$ cat src/rtl/kb_pkg.sv
// kb_pkg: shared constants and types for the PS/2 keyboard event queue.
//   KB_PREFIX_EXT / KB_PREFIX_BRK : prefix bytes folded into event flags
//   KB_EV_*                       : event word layout {brk, ext, scancode}
//   kb_rx_state_e                 : PS/2 frame receiver states
package kb_pkg;

  localparam logic [7:0] KB_PREFIX_EXT = 8'hE0;
  localparam logic [7:0] KB_PREFIX_BRK = 8'hF0;

  localparam int KB_EV_BRK = 9;
  localparam int KB_EV_EXT = 8;
  localparam int KB_EV_W   = 10;

  typedef enum logic [1:0] {
    RX_IDLE   = 2'd0,
    RX_DATA   = 2'd1,
    RX_PARITY = 2'd2,
    RX_STOP   = 2'd3
  } kb_rx_state_e;

endpackage

$ cat src/rtl/ps2_frame_rx.sv
// ps2_frame_rx: PS/2 line conditioning and 11-bit frame receiver.
//   clk         : system clock
//   sclr_i      : synchronous active-high reset
//   ps2_clk_n_i : raw PS/2 clock line (async), data sampled on its fall
//   ps2_dat_i   : raw PS/2 data line (async)
//   byte_en_o   : one-cycle strobe, byte_o holds a checked byte
//   byte_o      : received byte
//   frame_err_o : one-cycle strobe per discarded frame (check or timeout)
//
// state     | meaning
// RX_IDLE   | waiting for a start bit (data low on a clock fall)
// RX_DATA   | shifting in 8 data bits, LSB first
// RX_PARITY | checking odd parity over data + parity bit
// RX_STOP   | checking stop bit, then report byte or error
module ps2_frame_rx
  import kb_pkg::*;
#(
  parameter int unsigned FILTER_LEN     = 4,
  parameter int unsigned TIMEOUT_CYCLES = 50000
) (
  input  logic       clk,
  input  logic       sclr_i,
  input  logic       ps2_clk_n_i,
  input  logic       ps2_dat_i,
  output logic       byte_en_o,
  output logic [7:0] byte_o,
  output logic       frame_err_o
);

  localparam int FLT_W = $clog2(FILTER_LEN + 1);
  localparam int TO_W  = $clog2(TIMEOUT_CYCLES + 1);
  localparam logic [FLT_W-1:0] FLT_LAST = FLT_W'(FILTER_LEN - 1);
  localparam logic [TO_W-1:0]  TO_LOAD  = TO_W'(TIMEOUT_CYCLES - 1);

  logic [1:0]       clk_sync_q;
  logic [1:0]       dat_sync_q;
  logic             flt_q;
  logic             flt_prev_q;
  logic [FLT_W-1:0] flt_cnt_q;
  logic             sample_en;
  logic             dat_s;

  kb_rx_state_e     state_q, state_d;
  logic [7:0]       shift_q, shift_d;
  logic [2:0]       bit_cnt_q, bit_cnt_d;
  logic             par_ok_q, par_ok_d;
  logic [TO_W-1:0]  to_cnt_q, to_cnt_d;
  logic             byte_en_q, byte_en_d;
  logic [7:0]       byte_q, byte_d;
  logic             frame_err_q, frame_err_d;

  // Lines idle high; resetting the synchronisers and filter high keeps a
  // reset from manufacturing a falling edge.
  always_ff @(posedge clk) begin
    if (sclr_i) begin
      clk_sync_q <= 2'b11;
      dat_sync_q <= 2'b11;
    end else begin
      clk_sync_q <= {clk_sync_q[0], ps2_clk_n_i};
      dat_sync_q <= {dat_sync_q[0], ps2_dat_i};
    end
  end

  // Filtered level flips only after FILTER_LEN consecutive differing samples.
  always_ff @(posedge clk) begin
    if (sclr_i) begin
      flt_q      <= 1'b1;
      flt_prev_q <= 1'b1;
      flt_cnt_q  <= '0;
    end else begin
      flt_prev_q <= flt_q;
      if (clk_sync_q[1] == flt_q) begin
        flt_cnt_q <= '0;
      end else if (flt_cnt_q == FLT_LAST) begin
        flt_q     <= clk_sync_q[1];
        flt_cnt_q <= '0;
      end else begin
        flt_cnt_q <= flt_cnt_q + FLT_W'(1);
      end
    end
  end

  assign sample_en = flt_prev_q & ~flt_q;
  assign dat_s     = dat_sync_q[1];

  always_comb begin
    state_d     = state_q;
    shift_d     = shift_q;
    bit_cnt_d   = bit_cnt_q;
    par_ok_d    = par_ok_q;
    to_cnt_d    = to_cnt_q;
    byte_en_d   = 1'b0;
    byte_d      = byte_q;
    frame_err_d = 1'b0;

    if (sample_en) begin
      to_cnt_d = TO_LOAD;
      case (state_q)
        RX_IDLE: begin
          if (!dat_s) begin
            state_d   = RX_DATA;
            bit_cnt_d = 3'd0;
          end
        end
        RX_DATA: begin
          shift_d   = {dat_s, shift_q[7:1]};
          bit_cnt_d = bit_cnt_q + 3'd1;
          if (bit_cnt_q == 3'd7) state_d = RX_PARITY;
        end
        RX_PARITY: begin
          // odd parity: XOR over data and parity bit must be 1
          par_ok_d = ^{shift_q, dat_s};
          state_d  = RX_STOP;
        end
        RX_STOP: begin
          if (dat_s && par_ok_q) begin
            byte_en_d = 1'b1;
            byte_d    = shift_q;
          end else begin
            frame_err_d = 1'b1;
          end
          state_d = RX_IDLE;
        end
        default: state_d = RX_IDLE;
      endcase
    end else if (state_q != RX_IDLE) begin
      if (to_cnt_q == '0) begin
        state_d     = RX_IDLE;
        frame_err_d = 1'b1;
        to_cnt_d    = TO_LOAD;
      end else begin
        to_cnt_d = to_cnt_q - TO_W'(1);
      end
    end else begin
      to_cnt_d = TO_LOAD;
    end
  end

  always_ff @(posedge clk) begin
    if (sclr_i) begin
      state_q     <= RX_IDLE;
      shift_q     <= '0;
      bit_cnt_q   <= '0;
      par_ok_q    <= 1'b0;
      to_cnt_q    <= TO_LOAD;
      byte_en_q   <= 1'b0;
      byte_q      <= '0;
      frame_err_q <= 1'b0;
    end else begin
      state_q     <= state_d;
      shift_q     <= shift_d;
      bit_cnt_q   <= bit_cnt_d;
      par_ok_q    <= par_ok_d;
      to_cnt_q    <= to_cnt_d;
      byte_en_q   <= byte_en_d;
      byte_q      <= byte_d;
      frame_err_q <= frame_err_d;
    end
  end

  assign byte_en_o   = byte_en_q;
  assign byte_o      = byte_q;
  assign frame_err_o = frame_err_q;

endmodule

$ cat src/rtl/kb_event_queue.sv
// kb_event_queue: PS/2 keyboard front end with prefix decoding and an
// event FIFO (first-word-fall-through).
//   clk          : system clock
//   i_sclr       : synchronous active-high reset
//   i_ps2_clk_n  : raw PS/2 clock line
//   i_ps2_dat    : raw PS/2 data line
//   i_pop        : consumer takes the head event
//   o_valid      : FIFO not empty
//   o_event      : {brk, ext, scancode}, 0 while empty
//   o_count      : FIFO occupancy 0..DEPTH
//   o_overflow   : sticky, an event was dropped on a full FIFO
//   o_frame_err  : one-cycle pulse per discarded frame
module kb_event_queue
  import kb_pkg::*;
#(
  parameter int unsigned DEPTH          = 8,
  parameter int unsigned FILTER_LEN     = 4,
  parameter int unsigned TIMEOUT_CYCLES = 50000
) (
  input  logic                     clk,
  input  logic                     i_sclr,
  input  logic                     i_ps2_clk_n,
  input  logic                     i_ps2_dat,
  input  logic                     i_pop,
  output logic                     o_valid,
  output logic [KB_EV_W-1:0]       o_event,
  output logic [$clog2(DEPTH):0]   o_count,
  output logic                     o_overflow,
  output logic                     o_frame_err
);

  localparam int PTR_W = $clog2(DEPTH);
  localparam int CNT_W = PTR_W + 1;

  logic               rx_byte_en;
  logic [7:0]         rx_byte;
  logic               rx_frame_err;

  logic               ext_q, ext_d;
  logic               brk_q, brk_d;
  logic               push_q, push_d;
  logic [KB_EV_W-1:0] push_ev_q, push_ev_d;

  logic [KB_EV_W-1:0] mem_q [DEPTH];
  logic [PTR_W-1:0]   wr_ptr_q, wr_ptr_d;
  logic [PTR_W-1:0]   rd_ptr_q, rd_ptr_d;
  logic [CNT_W-1:0]   count_q, count_d;
  logic               ovf_q, ovf_d;
  logic               full, empty, do_push, do_pop;

  ps2_frame_rx #(
    .FILTER_LEN     (FILTER_LEN),
    .TIMEOUT_CYCLES (TIMEOUT_CYCLES)
  ) u_rx (
    .clk         (clk),
    .sclr_i      (i_sclr),
    .ps2_clk_n_i (i_ps2_clk_n),
    .ps2_dat_i   (i_ps2_dat),
    .byte_en_o   (rx_byte_en),
    .byte_o      (rx_byte),
    .frame_err_o (rx_frame_err)
  );

  // Prefix bytes only arm flags; the next ordinary byte carries them out.
  always_comb begin
    ext_d     = ext_q;
    brk_d     = brk_q;
    push_d    = 1'b0;
    push_ev_d = push_ev_q;
    if (rx_frame_err) begin
      ext_d = 1'b0;
      brk_d = 1'b0;
    end else if (rx_byte_en) begin
      if (rx_byte == KB_PREFIX_EXT) begin
        ext_d = 1'b1;
      end else if (rx_byte == KB_PREFIX_BRK) begin
        brk_d = 1'b1;
      end else begin
        push_d               = 1'b1;
        push_ev_d            = '0;
        push_ev_d[KB_EV_BRK] = brk_q;
        push_ev_d[KB_EV_EXT] = ext_q;
        push_ev_d[7:0]       = rx_byte;
        ext_d                = 1'b0;
        brk_d                = 1'b0;
      end
    end
  end

  assign full    = (count_q == CNT_W'(DEPTH));
  assign empty   = (count_q == '0);
  assign do_pop  = i_pop && !empty;
  // A pop frees the slot in the same cycle, so a full FIFO still accepts.
  assign do_push = push_q && (!full || do_pop);

  always_comb begin
    wr_ptr_d = wr_ptr_q;
    rd_ptr_d = rd_ptr_q;
    count_d  = count_q;
    ovf_d    = ovf_q;
    if (do_push) wr_ptr_d = wr_ptr_q + PTR_W'(1);
    if (do_pop)  rd_ptr_d = rd_ptr_q + PTR_W'(1);
    case ({do_push, do_pop})
      2'b10:   count_d = count_q + CNT_W'(1);
      2'b01:   count_d = count_q - CNT_W'(1);
      default: count_d = count_q;
    endcase
    if (push_q && !do_push) ovf_d = 1'b1;
  end

  always_ff @(posedge clk) begin
    if (i_sclr) begin
      ext_q     <= 1'b0;
      brk_q     <= 1'b0;
      push_q    <= 1'b0;
      push_ev_q <= '0;
      wr_ptr_q  <= '0;
      rd_ptr_q  <= '0;
      count_q   <= '0;
      ovf_q     <= 1'b0;
    end else begin
      ext_q     <= ext_d;
      brk_q     <= brk_d;
      push_q    <= push_d;
      push_ev_q <= push_ev_d;
      wr_ptr_q  <= wr_ptr_d;
      rd_ptr_q  <= rd_ptr_d;
      count_q   <= count_d;
      ovf_q     <= ovf_d;
    end
  end

  // Storage needs no reset: reads are masked while the FIFO is empty.
  always_ff @(posedge clk) begin
    if (do_push) mem_q[wr_ptr_q] <= push_ev_q;
  end

  assign o_valid     = !empty;
  assign o_event     = empty ? '0 : mem_q[rd_ptr_q];
  assign o_count     = count_q;
  assign o_overflow  = ovf_q;
  assign o_frame_err = rx_frame_err;

endmodule

$ cat config.mk
export PLATFORM = sky130hd
export DESIGN_NAME = kb_event_queue
export DESIGN_NICKNAME = d
export VERILOG_FILES = /design/src/rtl/kb_pkg.sv /design/src/rtl/ps2_frame_rx.sv /design/src/rtl/kb_event_queue.sv
export SDC_FILE = /design/constraint.sdc
export NUM_CORES = 1
export LEC_CHECK = 0
export BUFFER_PORTS_ARGS = -buffer_cell sky130_fd_sc_hd__buf_2
export CORE_ASPECT_RATIO = 0.6
export CORE_MARGIN = 10
export CORE_UTILIZATION = 55
export DETAILED_ROUTE_END_ITERATION = 8
export PLACE_DENSITY = 0.72
export SETUP_SLACK_MARGIN = 0.3
export SLEW_MARGIN = 0
export SYNTH_ARGS = -nofsm -noshare
export SYNTH_HDL_FRONTEND = slang
export SYNTH_SLANG_ARGS = --single-unit
export TNS_END_PERCENT = 50
$ cat constraint.sdc
create_clock -name clk -period 6.1 [get_ports clk]
set_input_delay 0.61 -clock clk [delete_from_list [all_inputs] [get_ports clk]]
set_output_delay 0.61 -clock clk [all_outputs]
set_load 0.02 [all_outputs]
Yosys cells after proc, flatten, opt, wreduce, memory -nomap -nowiden
Memories as Yosys holds them, arrays and structs flattened. A register that Yosys moved wholly into a read port is not among the register bits. Cells that the tools add are included.

Register bits: 73. Memories: 1. Word-level logic and storage cells: 109. RAM bits: 80. Output and inout bits: 17. Input bits: 5.

Memory list: mem_q (words 8, bits a word 10, rd ports 1, clocked after Yosys merged registers in 1, wr ports 1, RTL line kb_event_queue.sv:44) `logic [KB_EV_W-1:0] mem_q [DEPTH];`.

Muxes and demuxes: 24. $add $sub $neg: 7. Reduce and logical (&&, ||, !) cells: 31. Equality and inequality tests: 15. Bitwise logic cells: 10.

Operators with widths (count): == test 8 bit (second input constant) (2); zero test 16 bit (1); subtractor 16 x 1 -> 16 bit (second input constant) (1); adder 3 x 1 -> 3 bit (second input constant) (4); 2-to-1 mux 1 bit (12); 2-to-1 mux 10 bit (1); 2-to-1 mux 2 bit (5); AND reduction 2 bit (5); nonzero test 2 bit (5); 2-to-1 mux 3 bit (3); NOT 1 bit (9); XOR reduction 9 bit (1); case mux 2 bit (4 select lines) (1); case mux 4 bit (2 select lines) (1); AND reduction 4 bit (2); OR reduction 4 bit (2); == test 2 bit (second input constant) (3); != test 3 bit (second input constant) (2); case mux 3 bit (2 select lines) (1); AND reduction 3 bit (2); OR reduction 3 bit (2); adder 4 x 1 -> 4 bit (second input constant) (1); == test 2 x 1 -> 1 bit (second input constant) (2); == test 4 bit (second input constant) (1); 12 further kinds (18).

Depth between registers and ports, before layout
Gate-level depths: netlist of the first run.

Word-level depth: 7. Mapped depth: 9. Gate-level depth less buffers: 8.

By module
A second synthesis of the first run with hierarchy kept.

Cells, all modules: 479. Area total of the unflattened synthesis: 6459.9 um^2.

Modules (own cells, without submodules): kb_event_queue (cells each 262, sequential area each 2942.8 um^2, area each 4335.4 um^2, times used 1); ps2_frame_rx (cells each 217, sequential area each 980.9 um^2, area each 2124.5 um^2, times used 1).

Worst setup path before layout of the first run
OpenSTA, ideal clock, no wires.

Path type: register to register. Start point: reg count_q[3], in the netlist o_count[3]. End point: reg count_q[3], in the netlist o_count[3]. Data arrival time: 2.529 ns. Cell stages (with the launch flop): 10. Required time: 6.019 ns. Slack: 3.490 ns. Buffers on the path: 1. Library setup time: 0.081 ns. Clock period less this slack: 2.610 ns. Cells stage by stage: dfxtp_1 -> o41ai_2 -> or2_0 -> buf_2 -> inv_1 -> ha_1 -> a21o_1 -> a21oi_1 -> or4b_1 -> a41oi_1.

Longest elaborated chain between the ends: 7. Elaborated cells on any way between the ends: 13. Classes of those cells: 2 x add/sub; 3 x eq/ne; 1 x mux; 7 x reduce/logical.

Ends and longest elaborated chain: from (decl) (RTL line kb_event_queue.sv:47) `logic [CNT_W-1:0] count_q, count_d;`; from (signal assigned) (RTL line kb_event_queue.sv:128) `count_q <= count_d;`; zero test 4 bit (RTL line kb_event_queue.sv:91) `assign empty = (count_q == '0);`; zero test 1 bit (RTL line kb_event_queue.sv:92) `assign do_pop = i_pop && !empty;`; logical AND 1 bit (RTL line kb_event_queue.sv:92); logical OR 1 bit (RTL line kb_event_queue.sv:94) `assign do_push = push_q && (!full || do_pop);`; logical AND 1 bit (RTL line kb_event_queue.sv:94); == test 2 x 1 -> 1 bit / == test 2 bit (equally long branches) (RTL line kb_event_queue.sv:103) `case ({do_push, do_pop})`; case mux 4 bit (2 select lines) / nonzero test 2 bit (equally long branches).

Parallel ways exist; a longest one is shown, timed or not. A chain may end at the register's enable or synchronous reset.

==> results of run 1 <==
[metrics by stage]
stage	hold WS [ps]	setup WS [ps]	area [um^2]	utilization (%)
6_report	376	3130	7260	64.3
5_1_grt	359	2980	7260	64.3
4_1_cts	363	3120	7260	64.3
3_5_place_dp	394	3270	6640	58.7
3_3_place_gp	392	3380	6640	58.7
2_1_floorplan	384	3490	6380	-
[layer usage]
metal / up-vias / part of all wire (%) / track usage [%]
met5: - / 0 / 0
met1: 1836 / 49 / 20.0
met3: 10 / 4.8 / 4.66
li1: 1838 / - / -
met2: 64 / 45 / 23.6
met4: 0 / 0.81 / 4.32
[kinds of logic (layout without fill, tap and decap cells)]
kind of cell,count (synthesis),after routing
and+or+nand+nor,166,166
DFF,156,156
muxes,52,52
AOI/OAI and AO/OA,44,44
buffers and inverters,33,71
xor gates and xnor gates,21,21
adders and majority gates,16,16
[cell type report]
cell class,count,share of cell area [%]
multi-input combinational,299,32.0
inverter,14,0.724
clock inverter,15,2.74
timing repair buffer,25,1.86
tap,160,2.76
sequential,156,54.1
clock buffer,17,5.86
[worst max-delay path: stages, from the launching register on]
cell	delay, ps
dfxtp_1	980
mux4_2	430
mux2i_1	250
nor2_1	60
buf_2	190
[sequential cells by signal (all words and copies together) (netlist names), named ones only]
name              flops
mem_q                80
u_rx.byte_o           8
u_rx.flt_cnt_q        3
u_rx.byte_en_o        1
ext_q                 1
o_overflow            1
u_rx.state_q          2
u_rx.par_ok_q         1
u_rx.flt_prev_q       1
u_rx.bit_cnt_q        3
push_ev_q            10
u_rx.flt_q            1
u_rx.dat_sync_q       2
brk_q                 1
u_rx.frame_err_o      1
o_count               4
wr_ptr_q              3
push_q                1
u_rx.clk_sync_q       2
u_rx.shift_q          8
rd_ptr_q              3
u_rx.to_cnt_q        16
[Yosys cell counts (all sizes together) (2+ instances only)]
master / instances
a21oi: 19
a32oi: 2
nand3b: 8
clkbuf: 13
dfxtp: 76
o21ai: 7
buf: 6
xnor2: 8
nor4: 4
mux4: 20
nand3: 14
nor2b: 2
nand4: 3
or4: 2
or2: 8
a211o: 2
or4b: 2
nand2b: 6
ha: 15
mux2i: 31
inv: 14
or3: 8
xor2: 12
edfxtp: 80
nor3: 11
nand2: 28
o31ai: 2
nor2: 64
o211ai: 5
and3: 2
nand4b: 2
a41oi: 2
[worst max path at each step]
stage	startpoint	to	depth (start not counted)
6_report	flop	o_event[1]	4
5_1_grt	o_count[0]	o_valid	4
4_1_cts	flop	o_event[1]	4
3_5_place_dp	o_count[3]	o_count[3]	8
3_3_place_gp	o_count[3]	o_count[3]	8
2_1_floorplan	o_count[3]	o_count[3]	9
[power by group through the flow]
stage	Combinational [mW]	Clock (mW)	Sequential [mW]
after floorplan	0.362	0	1.17
after global placement	0.486	0	1.17
after detailed placement	0.491	0	1.17
after CTS	0.495	1.12	1.15
after global routing	0.539	1.17	1.15
final	0.486	1.10	1.15
==> flow_metrics.env, run 1 <==
export IMPL_reg2reg_slack_ps=3220
export IMPL_layout_cells_most_common_list="80 x edfxtp_1, 76 x dfxtp_1, 64 x nor2_1"
export IMPL_setup_tns_final_ps=0
export IMPL_vias_per_cell=5.46
export IMPL_avgSynthCellArea_um2=13.1
export IMPL_seq_power_share_pct=42.0
export IMPL_min_delay_start="i_ps2_clk_n"
export IMPL_wirelength_um=11900
export IMPL_die_x_um=159
export IMPL_synthTopCellsByArea="edfxtp_1 38%, dfxtp_1 24%, mux4_2 7.1%"
export IMPL_clock_latency_ps=410
export IMPL_clock_power_share_pct=40.2
export IMPL_fin_crit_sh_pct=48.6
export IMPL_skew_ps=8.94
export IMPL_synth_top_family_by_area="simple AND/OR/NAND/NOR gates"
export IMPL_start_kind="flop"
export IMPL_period_minus_slack_ps=2970
export IMPL_synthArstFlopShare_pct=0
export IMPL_pwr_share_comb_pct=17.8
export IMPL_synth_top_cell_by_area="edfxtp_1"
export IMPL_synth_top_area_share_pct=37.7
export IMPL_dr_total_vias=3748
export IMPL_synthAdderAreaFrac_pct=3.26
export IMPL_synthCells=488
export IMPL_die_y_um=103
export IMPL_post_cts_setup_buffers=0
export IMPL_dieArea_um2=16400
export IMPL_multi_input_area_um2=2320
export IMPL_holdPathEnd="u_rx.clk_sync_q[0]"
export IMPL_grt_overflow_total=0
export IMPL_dp_cells=654
export IMPL_power_density_nw_per_um2=377
export IMPL_synth_mux_area_share_pct=12.1
export IMPL_cts_root_buf="clkbuf_16"
export IMPL_cts_buffer_depth=2
export IMPL_clock_sinks=156
export IMPL_max_freq_mhz=337
export IMPL_io_pins=22
export IMPL_hold_depth=2
export IMPL_total_power_mw=2.73
export IMPL_final_seq_area_um2=3920
export IMPL_final_net_count=534
export IMPL_synth_xor_area_share_pct=3.10
export IMPL_synthFlopType="edfxtp_1"
export IMPL_synthDistinctLibCells=49
export IMPL_p_leak_nw=2.54
export IMPL_post_cts_resized=0
export IMPL_r2r_start="o_count[3]"
export IMPL_syn_num_nets=509
export IMPL_setup_viol_count_final=0
export IMPL_layout_commonest_cell="edfxtp_1"
export IMPL_finalHoldViolations=0
export IMPL_synth_simple_area_share_pct=13.3
export IMPL_grt_first_pass_wirelength_um=19300
export IMPL_cap_violations=0
export IMPL_diodes=0
export IMPL_dr_pass1_iters=4
export IMPL_drc=0
export IMPL_crit_fanout=20
export IMPL_maxSlewHeadroom_pct=14.3
export IMPL_ys_seq_area_share_pct=61.5
export IMPL_maxSlewViolCount=0
export IMPL_final_cells=686
export IMPL_wl_per_cell_um=17.3
export IMPL_gp_congestion=0.773
export IMPL_arrival_ps=2360
export IMPL_rows=30
export IMPL_worstHoldPathType="input port to flop"
export IMPL_nFillCells=834
export IMPL_cts_buffers=17
export IMPL_first_global_vias=3737
export IMPL_cts_tree="yes"
export IMPL_ir_drop_uv=222
export IMPL_ys_ff_latch=156
export IMPL_antenna_found_initial=0
export IMPL_rr_worst_depth=8
export IMPL_status="finished, final reports clean"
export IMPL_coreArea_um2=11300
export IMPL_drive_gt1_share_pct=17.5
export IMPL_ctsHoldBuffers=0
export IMPL_track_usage_pct=15.1
export IMPL_rsz0062_at_grt="no"
export IMPL_yosys_warnings=0
export IMPL_p_int_mw=1.97
export IMPL_synth_area_um2=6380
export IMPL_hpwl_um=7680
export IMPL_worstMarginPinSlew_ps=1280
export IMPL_cts_max_level=4
export IMPL_first_iter_violations=215
export IMPL_end_kind="output port"
export IMPL_portBuffers=21
export IMPL_start_util_pct=56.4
export IMPL_p_sw_share_pct=27.9
export IMPL_synth_compound_area_share_pct=4.65
export IMPL_synth_edf_count=80
export IMPL_antenna_left=0
export IMPL_grt_max_degree=61
export IMPL_timing_rr_end="o_count[3]"
export IMPL_area_growth_pct=13.8
export IMPL_cts_clk_slew_worst_paths_ps=70
export IMPL_crit_type="flop to output port"
export IMPL_cp_data_required_time_ps=5490
export IMPL_power_switching_mw=0.761
Note: power is estimated with default switching activity, not from simulation.
==> run 2, diff against run 1 <==
==> constraint.sdc (replaced) <==
create_clock -name clk -period 2.9 [get_ports clk]
set_input_delay 0.29 -clock clk [delete_from_list [all_inputs] [get_ports clk]]
set_output_delay 0.29 -clock clk [all_outputs]
set_load 0.02 [all_outputs]
==> flow_metrics.env, run 2 (synthesis gave the netlist of run 1 again) <==
export IMPL_largest_register_ffs=80
export IMPL_globalRoute_busiestLayer="met2"
export IMPL_cap_violations=0
export IMPL_power_density_nw_per_um2=776
export IMPL_worstMarginPinSlew_ps=1160
export IMPL_status="finished, final reports clean"
export IMPL_final_net_count=540
export IMPL_regMostFlops="mem_q"
export IMPL_wirelength_um=12300
export IMPL_track_usage_pct=15.1
export IMPL_cts_buffers=17
export IMPL_cts_tree="yes"
export IMPL_finalHoldViolations=0
export IMPL_portBuffers=21
export IMPL_drc=0
export IMPL_crit_type="flop to flop"
export IMPL_coreArea_um2=11300
export IMPL_rows=30
export IMPL_crit_chain="or3_1 -> o21ai_0 -> or2_2 -> nor2_1"
export IMPL_io_pins=22
export IMPL_cp_data_required_time_ps=2920
export IMPL_largest_registers="mem_q x80, u_rx.to_cnt_q x16, push_ev_q x10"
export IMPL_layout_commonest_cell="edfxtp_1"
export IMPL_cts_buffer_depth=2
export IMPL_grtUsageMet3_pct=3.40
export IMPL_maxSlewHeadroom_pct=22.2
export IMPL_end_kind="flop"
export IMPL_cts_clk_slew_worst_paths_ps=70
export IMPL_slowest_delay_ps=800
export IMPL_crit_fanout=10
export IMPL_gp_congestion=0.786
export IMPL_worstHoldPathType="input port to flop"
export IMPL_met2_usage_pct=23.9
export IMPL_crit_family="simple AND/OR/NAND/NOR gates"
export IMPL_cts_max_level=4
export IMPL_dr_total_vias=3871
export IMPL_postPlaceCellArea_um2=6680
export IMPL_crit_slowest_cell="nor2_1"
export IMPL_die_y_um=103
export IMPL_grt_overflow_total=0
export IMPL_critical_path_buf_inv_count=0
export IMPL_grt_first_pass_wirelength_um=19900
export IMPL_period_minus_slack_ps=2540
export IMPL_antenna_left=0
export IMPL_grt_max_degree=47
export IMPL_skew_ps=7.21
export IMPL_design_area_um2=7260
export IMPL_dieArea_um2=16400
export IMPL_vias_per_cell=5.59
export IMPL_drive_gt1_share_pct=18.8
export IMPL_diodes=0
export IMPL_die_x_um=159
export IMPL_antenna_found_initial=0
export IMPL_start_util_pct=56.4
export IMPL_arrival_ps=2570
export IMPL_p_leak_nw=2.53
export IMPL_hpwl_um=7930
export IMPL_area_growth_pct=13.9
export IMPL_start_kind="flop"
export IMPL_place_ws_ps=300
export IMPL_dr_pass1_iters=5
export IMPL_setup_slack_ps=359
export IMPL_first_iter_violations=233
export IMPL_grtUsageMet1_pct=20.2
export IMPL_clock_latency_ps=410
export IMPL_ir_drop_uv=469
export IMPL_setup_viol_count_final=0
export IMPL_wl_per_cell_um=17.7
export IMPL_maxSlewViolCount=0
export IMPL_cts_root_buf="clkbuf_16"
export IMPL_first_global_vias=3843
export IMPL_layout_cells_most_common_list="80 x edfxtp_1, 76 x dfxtp_1, 63 x nor2_1"
export IMPL_clock_sinks=156
export IMPL_fin_crit_sh_pct=87.6
export IMPL_rsz0062_at_grt="yes"
export IMPL_max_freq_mhz=394
export IMPL_setup_tns_final_ps=0
run 2: power by group:
part	leakage, nW	internal (mW)	switching (mW)
sequential	1.35	2.34	0.0694
clock	0.269	1.20	0.922
combinational	0.911	0.472	0.635
run 2: metrics by stage:
step           util [%]  std cells  hold WS (ps)  power, mW
5_1_grt            64.3        692          65.8       5.85
4_1_cts            64.2        691          50.1       5.65
2_1_floorplan         -        488           384       3.24
3_5_place_dp       59.2        659           393       3.56
6_report           64.3        692          57.7       5.63
3_3_place_gp       59.2        659           394       3.54
run 2: repair_timing:
action / CTS / global route
gates resized for setup: 1 / 1
setup buffers: 0 / 1
pin swaps: 1 / 1
hold buffers: 0 / 0
cloned: 0 / 0
endpoints found under the setup margin: 11 / 21
hold endpoints to repair: 0 / 0
run 2: worst paths after layout:
kind | endpoint | cells past startpoint | slack [ps] | from
max | mem_q[6][3] | 4 | 360 | o_count[0]
min | u_rx.clk_sync_q[0] | 2 | 60 | i_ps2_clk_n
max reg2reg | mem_q[6][3] | 4 | 360 | o_count[0]
min reg2reg | u_rx.clk_sync_q[1] | 1 | 410 | u_rx.clk_sync_q[0]
run 2: layer usage:
| layer | vias up | part of all wire [%] |
|---|---|---|
| li1 | 1846 | - |
| met1 | 1894 | 47 |
| met2 | 117 | 46 |
| met3 | 14 | 5.7 |
| met4 | 0 | 1.0 |
| met5 | - | 0 |
run 2: layout make-up:
class                   instances  area, um^2
flip-flops and latches        156        3920
fillers                       828        4040
clock inverters                15         138
multi-input cells             299        2340
repair buffers                 31         180
clock buffers                  17         425
well taps                     160         200
inverters                      14        52.6
==> run 3, diff against run 2 <==
--- a/config.mk
+++ b/config.mk
@@ -5,12 +5,14 @@
 export SDC_FILE = /design/constraint.sdc
 export NUM_CORES = 1
 export LEC_CHECK = 0
+export ABC_AREA = 1
 export BUFFER_PORTS_ARGS = -buffer_cell sky130_fd_sc_hd__buf_2
 export CORE_ASPECT_RATIO = 0.6
 export CORE_MARGIN = 10
 export CORE_UTILIZATION = 55
 export DETAILED_ROUTE_END_ITERATION = 8
 export PLACE_DENSITY = 0.72
+export REMOVE_ABC_BUFFERS = 1
 export SETUP_SLACK_MARGIN = 0.3
 export SLEW_MARGIN = 0
 export SYNTH_ARGS = -nofsm -noshare
==> flow_metrics.env, run 3 <==
export IMPL_wl_per_cell_um=15.7
export IMPL_layout_commonest_cell="nor2_1"
export IMPL_fin_crit_sh_pct=79.1
export IMPL_crit_chain="nor2_1 -> nand2_2 -> nand2_2 -> inv_2 -> nand2_2 -> inv_1 -> ha_1 -> a21oi_1 -> nand3_1 -> nand2_1 -> nand3_1 -> nand2_1 -> nor2_1"
export IMPL_cts_root_buf="clkbuf_16"
export IMPL_dr_total_vias=4800
export IMPL_skew_ps=9.83
export IMPL_diodes=0
export IMPL_hold_depth=2
export IMPL_final_util_pct=65.0
export IMPL_hpwl_um=9300
export IMPL_regMostFlops="mem_q"
export IMPL_wirelength_um=14200
export IMPL_cts_tree="yes"
export IMPL_crit_slowest_cell="dfxtp_1"
export IMPL_grt_max_degree=41
export IMPL_maxSlewViolCount=0
export IMPL_maxSlewHeadroom_pct=62.7
export IMPL_final_net_count=750
export IMPL_portBuffers=21
export IMPL_cts_max_level=4
export IMPL_antenna_found_initial=0
export IMPL_synth_area_um2=6630
export IMPL_setup_tns_final_ps=0
export IMPL_ir_drop_uv=430
export IMPL_cts_clk_slew_worst_paths_ps=60
export IMPL_crit_path_frequent_cell="nand2_2"
export IMPL_place_ws_ps=681
export IMPL_slowest_delay_ps=360
export IMPL_synthDistinctLibCells=38
export IMPL_die_x_um=162
export IMPL_clock_sinks=156
export IMPL_vias_per_cell=5.32
export IMPL_cp_data_required_time_ps=3210
export IMPL_ys_seq_area_share_pct=59.2
export IMPL_final_cells=902
export IMPL_synthCells=699
export IMPL_rsz0062_at_grt="no"
export IMPL_area_growth_pct=12.9
export IMPL_postPlaceCellArea_um2=6920
export IMPL_post_synth_top_count_cell="nor2_1"
export IMPL_total_power_mw=5.66
export IMPL_crit_fanout=12
export IMPL_die_y_um=105
export IMPL_min_delay_start="i_ps2_clk_n"
export IMPL_coreArea_um2=11500
export IMPL_first_global_vias=4716
export IMPL_synth_top_cell_by_area="edfxtp_1"
export IMPL_rr_worst_depth=13
export IMPL_design_area_um2=7480
export IMPL_antenna_left=0
export IMPL_synth_top_area_share_pct=36.2
export IMPL_synth_edf_count=80
export IMPL_dr_pass1_iters=5
export IMPL_synth_commonest_cells="127 x nor2_1, 83 x nand2_1, 80 x edfxtp_1, 76 x dfxtp_1, 52 x inv_1"
export IMPL_clock_latency_ps=410
export IMPL_worstHoldPathType="input port to flop"
export IMPL_yosys_warnings=0
export IMPL_grt_first_pass_wirelength_um=23400
export IMPL_layout_cells_most_common_list="127 x nor2_1, 82 x nand2_1, 80 x edfxtp_1"
export IMPL_crit_type="flop to flop"
export IMPL_synthTopCellsByArea="edfxtp_1 36%, dfxtp_1 23%, nor2_1 7.2%"
export IMPL_drive_gt1_share_pct=16.0
export IMPL_first_iter_violations=341
export IMPL_largest_register_ffs=80
export IMPL_drc=0
export IMPL_grt_overflow_total=0
export IMPL_start_kind="flop"
export IMPL_whs_ps=57.7
export IMPL_setup_viol_count_final=0
export IMPL_reg2reg_slack_ps=610
export IMPL_end_kind="flop"
export IMPL_dp_cells=870
export IMPL_rows=30
export IMPL_holdPathEnd="u_rx.clk_sync_q[0]"
export IMPL_synthArstFlopShare_pct=0
export IMPL_max_freq_mhz=436
export IMPL_cts_buffers=17
export IMPL_track_usage_pct=16.9
export IMPL_cap_violations=0
export IMPL_gp_congestion=0.829
export IMPL_power_density_nw_per_um2=757
export IMPL_finalHoldViolations=0
export IMPL_worstMarginPinSlew_ps=558
export IMPL_io_pins=22
export IMPL_ys_ff_latch=156
export IMPL_r2r_start="o_count[1]"
export IMPL_status="finished, final reports clean"
export IMPL_timing_rr_end="o_count[3]"
export IMPL_cts_buffer_depth=2
export IMPL_largest_registers="mem_q x80, u_rx.to_cnt_q x16, push_ev_q x10"
export IMPL_synthFlopType="edfxtp_1"
export IMPL_arrival_ps=2600
export IMPL_start_util_pct=57.5
export IMPL_avgSynthCellArea_um2=9.49
export IMPL_setup_slack_ps=606
export IMPL_period_minus_slack_ps=2290
export IMPL_dieArea_um2=17000
export IMPL_p_leak_nw=3.07
export IMPL_ctsHoldBuffers=0
[run 3: cell count changes after synthesis, sizes merged, moves of 18 or more]
| cell | before | now |
|---|---|---|
| nor2 | 64 | 146 |
| o21ai | 7 | 82 |
| nand2 | 28 | 90 |
| inv | 14 | 69 |
| a21oi | 19 | 40 |
| mux2i | 31 | 10 |
| mux4 | 20 | 0 |
| nand3 | 14 | 32 |
[run 3: worst max-delay path by stage]
stage / from / depth (start not counted) / end / slack (ps)
2_1_floorplan: flop / 5 / o_event[0] / 730
5_1_grt: o_count[1] / 13 / o_count[3] / 440
3_3_place_gp: o_count[0] / 13 / o_count[3] / 790
6_report: o_count[1] / 13 / o_count[3] / 610
3_5_place_dp: o_count[0] / 13 / o_count[3] / 680
4_1_cts: o_count[1] / 13 / o_count[3] / 530
[run 3: critical path, delay by kind of cell (launching register included)]
kind / cells / cell delay [ps]
fa+ha+maj: 1 / 330
simple gates: 9 / 1100
compound gates: 1 / 210
flops: 1 / 360
buf+inv: 2 / 160
[run 3: cells by family (layout without fill, tap and decap cells)]
| group | after synthesis | in the layout | share of synthesized area, % |
|---|---|---|---|
| flops | 156 | 156 | 59.2 |
| fa+ha+maj | 16 | 16 | 3.13 |
| compound gates | 133 | 133 | 10.4 |
| xor+xnor | 6 | 6 | 0.793 |
| simple gates | 285 | 285 | 19.2 |
| mux | 10 | 10 | 1.51 |
| buf+inv | 93 | 136 | 5.77 |
[run 3: cell type report]
type | count | area (um^2)
timing repair buffer | 34 | 203
clock buffer | 17 | 425
fill | 911 | 4040
tap | 160 | 200
multi-input combinational | 450 | 2330
clock inverter | 15 | 140
inverter | 70 | 265
sequential | 156 | 3920
[run 3: what timing repair did]
item,4_1_cts,5_1_grt
endpoints found under the setup margin,0,1
buffers inserted,0,0
gates resized for setup,0,1
[run 3: routing by layer]
metal | track usage (%) | up-vias | share of wire [%]
met5 | 0 | - | 0
met4 | 4.27 | 0 | 1.1
met3 | 4.78 | 11 | 5.1
met2 | 27.0 | 119 | 47
met1 | 22.2 | 2268 | 46
li1 | - | 2402 | -
[run 3: power breakdown]
| part | leakage (nW) | switching, mW | total [mW] | internal, mW |
|---|---|---|---|---|
| combinational | 1.32 | 0.780 | 1.15 | 0.365 |
| sequential | 1.48 | 0.0547 | 2.40 | 2.35 |
| clock | 0.263 | 0.921 | 2.12 | 1.20 |
| total | 3.07 | 1.76 | 5.66 | 3.91 |
